**src/rtl/axil_req_arbiter.sv**
```systemverilog
// Round-robin arbiter that shares one AXI-Lite master transaction controller
// among NREQ requesters, launching each latched command and returning its result.
module axil_req_arbiter #(
  parameter int NREQ    = 4,
  parameter int ADDR_W  = 32,
  parameter int DATA_W  = 32,
  parameter int TIMEOUT = 1024
) (
  input  logic                     clk,
  input  logic                     reset,
  input  logic [NREQ-1:0]          req,
  input  logic [NREQ-1:0]          req_rw,
  input  logic [NREQ*ADDR_W-1:0]   req_addr,
  input  logic [NREQ*DATA_W-1:0]   req_wdata,
  output logic [NREQ-1:0]          grant,
  output logic [NREQ-1:0]          done,
  output logic [DATA_W-1:0]        rdata,
  output logic                     err,
  output logic                     m_start,
  output logic                     m_r_w,
  output logic [ADDR_W-1:0]        m_addr,
  output logic [DATA_W-1:0]        m_wdata,
  output logic                     m_abort,
  input  logic                     m_idle,
  input  logic                     m_tr_complete,
  input  logic [DATA_W-1:0]        m_rdata,
  input  logic                     m_resp_err
);

  localparam int IDX_W = (NREQ > 1) ? $clog2(NREQ) : 1;
  localparam int CNT_W = (TIMEOUT > 65535) ? $clog2(TIMEOUT + 1) : 16;

  typedef enum logic [1:0] {IDLE, ISSUE, WAIT, DONE} state_t;

  state_t             state, state_nxt;
  logic [IDX_W-1:0]   last;
  logic [IDX_W-1:0]   idx;
  logic [IDX_W-1:0]   win_idx;
  logic               win_vld;
  logic [CNT_W-1:0]   cnt;
  logic               timeout_hit;

  // Scan downward so the last match is the first set bit after 'last'.
  always_comb begin
    win_idx = last;
    win_vld = |req;
    for (int k = NREQ; k >= 1; k--) begin
      if (req[(int'(last) + k) % NREQ])
        win_idx = IDX_W'((int'(last) + k) % NREQ);
    end
  end

  assign timeout_hit = (TIMEOUT != 0) && (cnt == CNT_W'(TIMEOUT - 1));

  always_comb begin
    state_nxt = state;
    case (state)
      IDLE:    if (win_vld) state_nxt = ISSUE;
      ISSUE:   if (m_idle) state_nxt = WAIT;
      WAIT:    if (m_tr_complete || timeout_hit) state_nxt = DONE;
      DONE:    state_nxt = IDLE;
      default: state_nxt = IDLE;
    endcase
  end

  assign m_start = (state == ISSUE);
  assign done    = (state == DONE) ? grant : '0;

  always_ff @(posedge clk) begin
    if (reset) begin
      state   <= IDLE;
      last    <= IDX_W'(NREQ - 1);
      idx     <= '0;
      grant   <= '0;
      rdata   <= '0;
      err     <= 1'b0;
      m_r_w   <= 1'b0;
      m_addr  <= '0;
      m_wdata <= '0;
      m_abort <= 1'b0;
      cnt     <= '0;
    end else begin
      state   <= state_nxt;
      m_abort <= 1'b0;
      case (state)
        IDLE: begin
          if (win_vld) begin
            idx     <= win_idx;
            grant   <= NREQ'(1) << win_idx;
            m_r_w   <= req_rw[win_idx];
            m_addr  <= req_addr[int'(win_idx)*ADDR_W +: ADDR_W];
            m_wdata <= req_wdata[int'(win_idx)*DATA_W +: DATA_W];
          end
        end
        ISSUE: cnt <= '0;
        WAIT: begin
          cnt <= cnt + CNT_W'(1);
          // Completion takes precedence over a timeout in the same cycle.
          if (m_tr_complete) begin
            rdata <= m_r_w ? '0 : m_rdata;
            err   <= m_resp_err;
          end else if (timeout_hit) begin
            m_abort <= 1'b1;
            err     <= 1'b1;
            rdata   <= '0;
          end
        end
        DONE: begin
          last  <= idx;
          grant <= '0;
        end
        default: ;
      endcase
    end
  end

endmodule

```
**config.mk**
```make
export PLATFORM = sky130hd
export DESIGN_NAME = axil_req_arbiter
export DESIGN_NICKNAME = d
export VERILOG_FILES = /design/src/rtl/axil_req_arbiter.sv
export SDC_FILE = /design/constraint.sdc
export NUM_CORES = 1
export LEC_CHECK = 0
export CELL_PAD_IN_SITES_DETAIL_PLACEMENT = 1
export CELL_PAD_IN_SITES_GLOBAL_PLACEMENT = 1
export CORE_MARGIN = 10
export CORE_UTILIZATION = 26
export CTS_CLUSTER_DIAMETER = 120
export DETAILED_ROUTE_END_ITERATION = 8
export PLACE_DENSITY_LB_ADDON = 0.25
export SLEW_MARGIN = 40
export SYNTH_ARGS = -nofsm -noshare
export SYNTH_HDL_FRONTEND = slang
export SYNTH_SLANG_ARGS = --single-unit
```
**constraint.sdc**
```tcl
create_clock -name clk -period 2.9 [get_ports clk]
set_clock_uncertainty 0.15 [all_clocks]
set_input_delay 0.435 -clock clk [delete_from_list [all_inputs] [get_ports clk]]
set_output_delay 0.435 -clock clk [all_outputs]
set_load 0.02 [all_outputs]
```
# After elaboration in Yosys (flattened, before gate mapping)
# Index checks and enable logic that the tools add are counted.
totals:
  regBits: 125
  latch_bits: 0
  mem_bits_rw: 0
  rom_bits: 0
  inputBits: 301
  output_inout_bits: 108
  wordCells: 83
  memories: 0
classes:
  addsub: 5
  mul: 0
  div: 0
  n_lt_le_gt_ge: 5
  eq_ne: 7
  shifts: 3
  mux: 32
  bitwise: 5
  n_reduce_logical: 15
ops:
  columns: ["cell", "count"]
  rows:
  - ["indexed part select 128 x 8 -> 32 bit", 2]
  - ["two-way mux 32 bit", 3]
  - ["case mux 16 bit (2 select lines)", 1]
  - ["adder 16 x 1 -> 16 bit, second input constant", 1]
  - ["== test 16 x 10 -> 1 bit, second input constant", 1]
  - ["< comparator 3 x 4 -> 1 bit, second input constant", 4]
  - ["two-way mux 2 bit", 7]
  - ["two-way mux 1 bit", 12]
  - ["binary-select mux 1 bit (select 2 bit)", 5]
  - ["two-way mux 4 bit", 2]
  - ["case mux 2 bit (4 select lines)", 1]
  - ["case mux 4 bit (2 select lines)", 1]
  - ["OR reduction 2 bit", 4]
  - ["AND reduction 2 bit", 3]
  - ["nonzero test 2 bit", 3]
  - ["adder 2 x 1 -> 2 bit, second input constant", 2]
  - ["adder 2 bit, second input constant", 2]
  - ["AND 1 bit, first input constant", 4]
  - ["== test 2 bit, second input constant", 2]
  - ["!= test 2 bit, second input constant", 2]
  - ["OR reduction 4 bit", 1]
  - ["<< shifter 1 x 2 -> 4 bit, first input constant", 1]
  - ["< comparator 2 x 3 -> 1 bit, second input constant", 1]
  - ["AND reduction 3 bit", 1]
  - ["6 further kinds", 6]

# Depth between registers and ports, before layout
logic_depth:
  word_depth: 13
  mapped_depth: 9
  mapped_depth_nobuf: 7

# Worst setup path after synthesis
# No wires, ideal clock.
synth_timing:
  path_type: "register to register"
  start: "reg state[0]"
  end: "reg cnt[10]"
  setup_ps: 71
  arrival_ps: 1913
  required_ps: 2679
  setup_slack_ps: 767
  stages_incl_launch_ff: 8
  path_buffers: 1
  synth_period_minus_slack_ps: 2133
  path_cell_list: "dfxtp_1 > inv_1 > ha_1 > buf_2 > inv_1 > or4_1 > or3_1 > a21oi_1"
synth_between:
  elab_chain_len: 2
  elab_cells_between_ends: 4
  classes_between: "eq/ne: 2; mux: 1; reduce/logical: 1"
synth_rtl:
  columns: ["item", "line_no", "source"]
  rows:
  - ["start, declared", "35", "state_t state, state_nxt;"]
  - ["start signal, assigned", "83", "state <= state_nxt;"]
  - ["== test 2 bit or == test 2 x 1 -> 1 bit (tied branches)", "85", "case (state)"]
  - ["case mux 16 bit (2 select lines) or nonzero test 2 bit (tied branches)", null, null]
  - ["end signal, assigned", "97", "cnt <= cnt + CNT_W'(1);"]
  - ["end, declared", "40", "logic [CNT_W-1:0] cnt;"]
# Parallel ways exist; a longest one is shown, timed or not.
# A chain may end at the register's enable or synchronous reset.

# Worst setup path in the final report
layout_timing:
  start: "reg state[1]"
  end: "out done[2]"
layout_between:
  elab_chain_len: 2
layout_rtl:
  columns: ["item", "line_no", "source"]
  rows:
  - ["== test 2 bit", "67", "assign done = (state == DONE) ? grant : '0;"]
  - ["two-way mux 4 bit", "67", null]
  - ["end, declared", "16", "output logic [NREQ-1:0] done,"]
# No other way between the ends.

==> results.py <==
metrics = {
    "run_status": {
        "status": "complete, no violations",
    },
    "cells_and_area": {
        "fin_util_pct": 46.7,
        "fill_cells": 2935,
        "fin_nets": 1458,
        "area_growth_pct": 77.2,
        "multi_input_area_mm2": 0.00382,
        "final_common_cell": "clkdlybuf4s50_1",
        "final_layout_size_suffix_gt1_share_pct": 5.58,
        "seqCellArea_mm2": 0.00250,
        "final_cell_mix": "408 x clkdlybuf4s50_1, 125 x dfxtp_1, 94 x mux2i_1",
    },
    "sta": {
        "worstMarginPinSlew_ns": 0.568,
        "hold_viol_final": 0,
        "rsz0062_at_grt": "no",
        "period_share_pct": 95.7,
        "relSlewSlack_pct": 62.1,
        "finalWorstPathRequiredPeriod_ns": 2.78,
        "timing.fmax_mhz": 360,
        "setup_viol": 0,
        "final.setup.tns_ns": 0,
        "slew_violations": 0,
    },
    "worst_setup_path": {
        "slowest_stage": "clkdlybuf4s50_1",
        "slowest_delay_ns": 0.62,
        "path_max_fanout": 10,
        "critical_path_class": "reg2out",
        "required_ns": 2.32,
        "cp_top_family": "buffers and inverters",
        "crit_arrival_ns": 2.19,
        "critPathLaunchType": "flop",
        "cp-end-kind": "output pin",
        "path_cells": "ha_1, and2_1, clkdlybuf4s50_1",
        "timing.critical_path.buf_inv": 1,
    },
    "clock_network": {
        "cts_made_buffers": 17,
        "htree_levels": 4,
        "ctsHoldBuffers": 0,
        "clock_latency_ns": 0.41,
        "clockBufferDepth": 2,
        "cts.repair.resized": 0,
        "cts_tree": "yes",
        "cts_sinks": 125,
        "cts-root-buf": "clkbuf_16",
        "post_cts_buffers": 0,
        "clk_pin_slew_ns": 0.06,
    },
    "placement": {
        "place.gp.congestion": 0.804,
        "place.detailed.hpwl_um": 26500,
        "io_buffers": 408,
    },
    "pwr": {
        "ir_drop_mv": 0.558,
        "total_power_mw": 9.50,
        "p_leak_nw": 4.49,
        "power.density_mw_per_mm2": 808,
    },
    "yosys": {
        "ys_ff_latch": 125,
        "netlist_area_mm2": 0.00664,
        "avgSynthCellArea_um2": 8.66,
        "netlist_instances": 766,
        "ys_async_sr_fraction_pct": 0,
        "synth_nets": 1073,
        "synth_ff_type": "dfxtp_1",
        "synth_seq_area_share_pct": 37.7,
        "yosysUniqueCellTypes": 47,
        "synth-edff-count": 0,
        "yosysWarnings": 0,
    },
    "global_routing": {
        "grt_max_degree": 60,
        "antenna_found_initial": 1,
        "grt_pass1_vias": 8078,
        "overflow": 0,
        "grt_first_pass_wirelength_um": 51400,
        "grt_usage_pct": 20.2,
    },
    "min_path": {
        "hp-class": "reg2reg",
    },
    "run": {
        "drv_cap": 0,
    },
    "detailed_routing": {
        "drt-total-wl_um": 34100,
        "drt_iter0_markers": 270,
        "ant_nets": 0,
        "vias_per_cell": 5.07,
        "firstDrtPassIters": 7,
        "vias": 7577,
        "routedWlPerCell_um": 22.8,
        "drcViolationCount": 0,
    },
    "die": {
        "fp-row-count": 58,
        "die_y_um": 180,
        "die_x_um": 180,
        "dieArea_mm2": 0.0323,
        "core-area_mm2": 0.0252,
        "initial_core_util_pct": 26.4,
        "io_pins": 409,
    },
}
## registers in the layout (all words and copies together) (netlist names)
register and count:
m_addr 32, m_wdata 32, rdata 32, cnt 16, grant 4, idx 2, last 2, state 2
err 1, m_abort 1, m_r_w 1
## cells by family after synthesis
| group | Yosys count | synth area share (%) |
|---|---|---|
| xor+xnor | 14 | 1.85 |
| mux | 94 | 14.2 |
| buf+inv | 78 | 5.35 |
| compound gates | 224 | 22.9 |
| flops | 125 | 37.7 |
| simple gates | 225 | 16.9 |
| fa+ha+maj | 6 | 1.13 |
## tightest hold or removal path, stage by stage (launching register included)
cell and delay [ns]:
dfxtp_1 0.31, inv_1 0.05, a211oi_1 0.05
## path summary, 6_finish.rpt
kind | from | to | slack [ns] | depth (start not counted)
hold / removal | err | err | 0.31 | 2
setup / recovery | state[1] | done[2] | 0.12 | 3
setup reg to reg | state[1] | cnt[10] | 0.52 | 6
hold reg to reg | err | err | 0.31 | 2
## cell type report
cell class / instances / share of cell area [%]
sequential: 125 / 21.3
clock inverter: 11 / 1.20
inverter: 11 / 0.351
tap: 330 / 3.51
multi-input combinational: 563 / 32.5
clock buffer: 21 / 3.83
timing repair buffer: 433 / 37.3
antenna: 1 / 0.0213
## synthesized netlist by cell type, types with 4 or more instances
master / number / area [µm²]
inv_1: 10 / 37.5
nor2_1: 25 / 93.8
xor2_1: 11 / 96.3
ha_1: 6 / 75.1
nand3_1: 20 / 100
mux2i_1: 94 / 941
o22ai_1: 60 / 375
a311oi_1: 5 / 43.8
nand2b_1: 65 / 407
buf_2: 22 / 110
o21ai_0: 66 / 330
a21oi_1: 4 / 20.0
nand2_1: 81 / 304
a221oi_1: 64 / 561
and2_1: 7 / 43.8
buf_6: 4 / 45.0
nor3_1: 6 / 30.0
clkbuf_1: 39 / 146
dfxtp_1: 125 / 2500
## routing by layer
metal	global-route usage [%]	part of all wire (%)	up-vias
met5	0	0	-
met4	5.43	1.5	0
met3	6.27	7.0	28
met2	36.4	52	270
met1	22.3	40	3663
li1	-	-	3616
## stage by stage
stage / instances / hold WS [ns] / worst slack, ns / area, µm²
2_1_floorplan: 766 / 0.286 / 0.767 / 6640
3_3_place_gp: 1461 / 0.294 / 0.131 / 11100
3_5_place_dp: 1461 / 0.300 / 0.121 / 11200
4_1_cts: 1493 / 0.310 / 0.0719 / 11700
5_1_grt: 1495 / 0.332 / 0.0136 / 11800
6_report: 1495 / 0.310 / 0.125 / 11800
## power by group
part	leakage (nW)	total [mW]	internal, mW	switching [mW]
clock	0.283	2.20	1.37	0.830
combinational	3.18	4.81	2.22	2.58
sequential	1.03	2.49	2.21	0.281
Power figures use the tool's default switching activity.
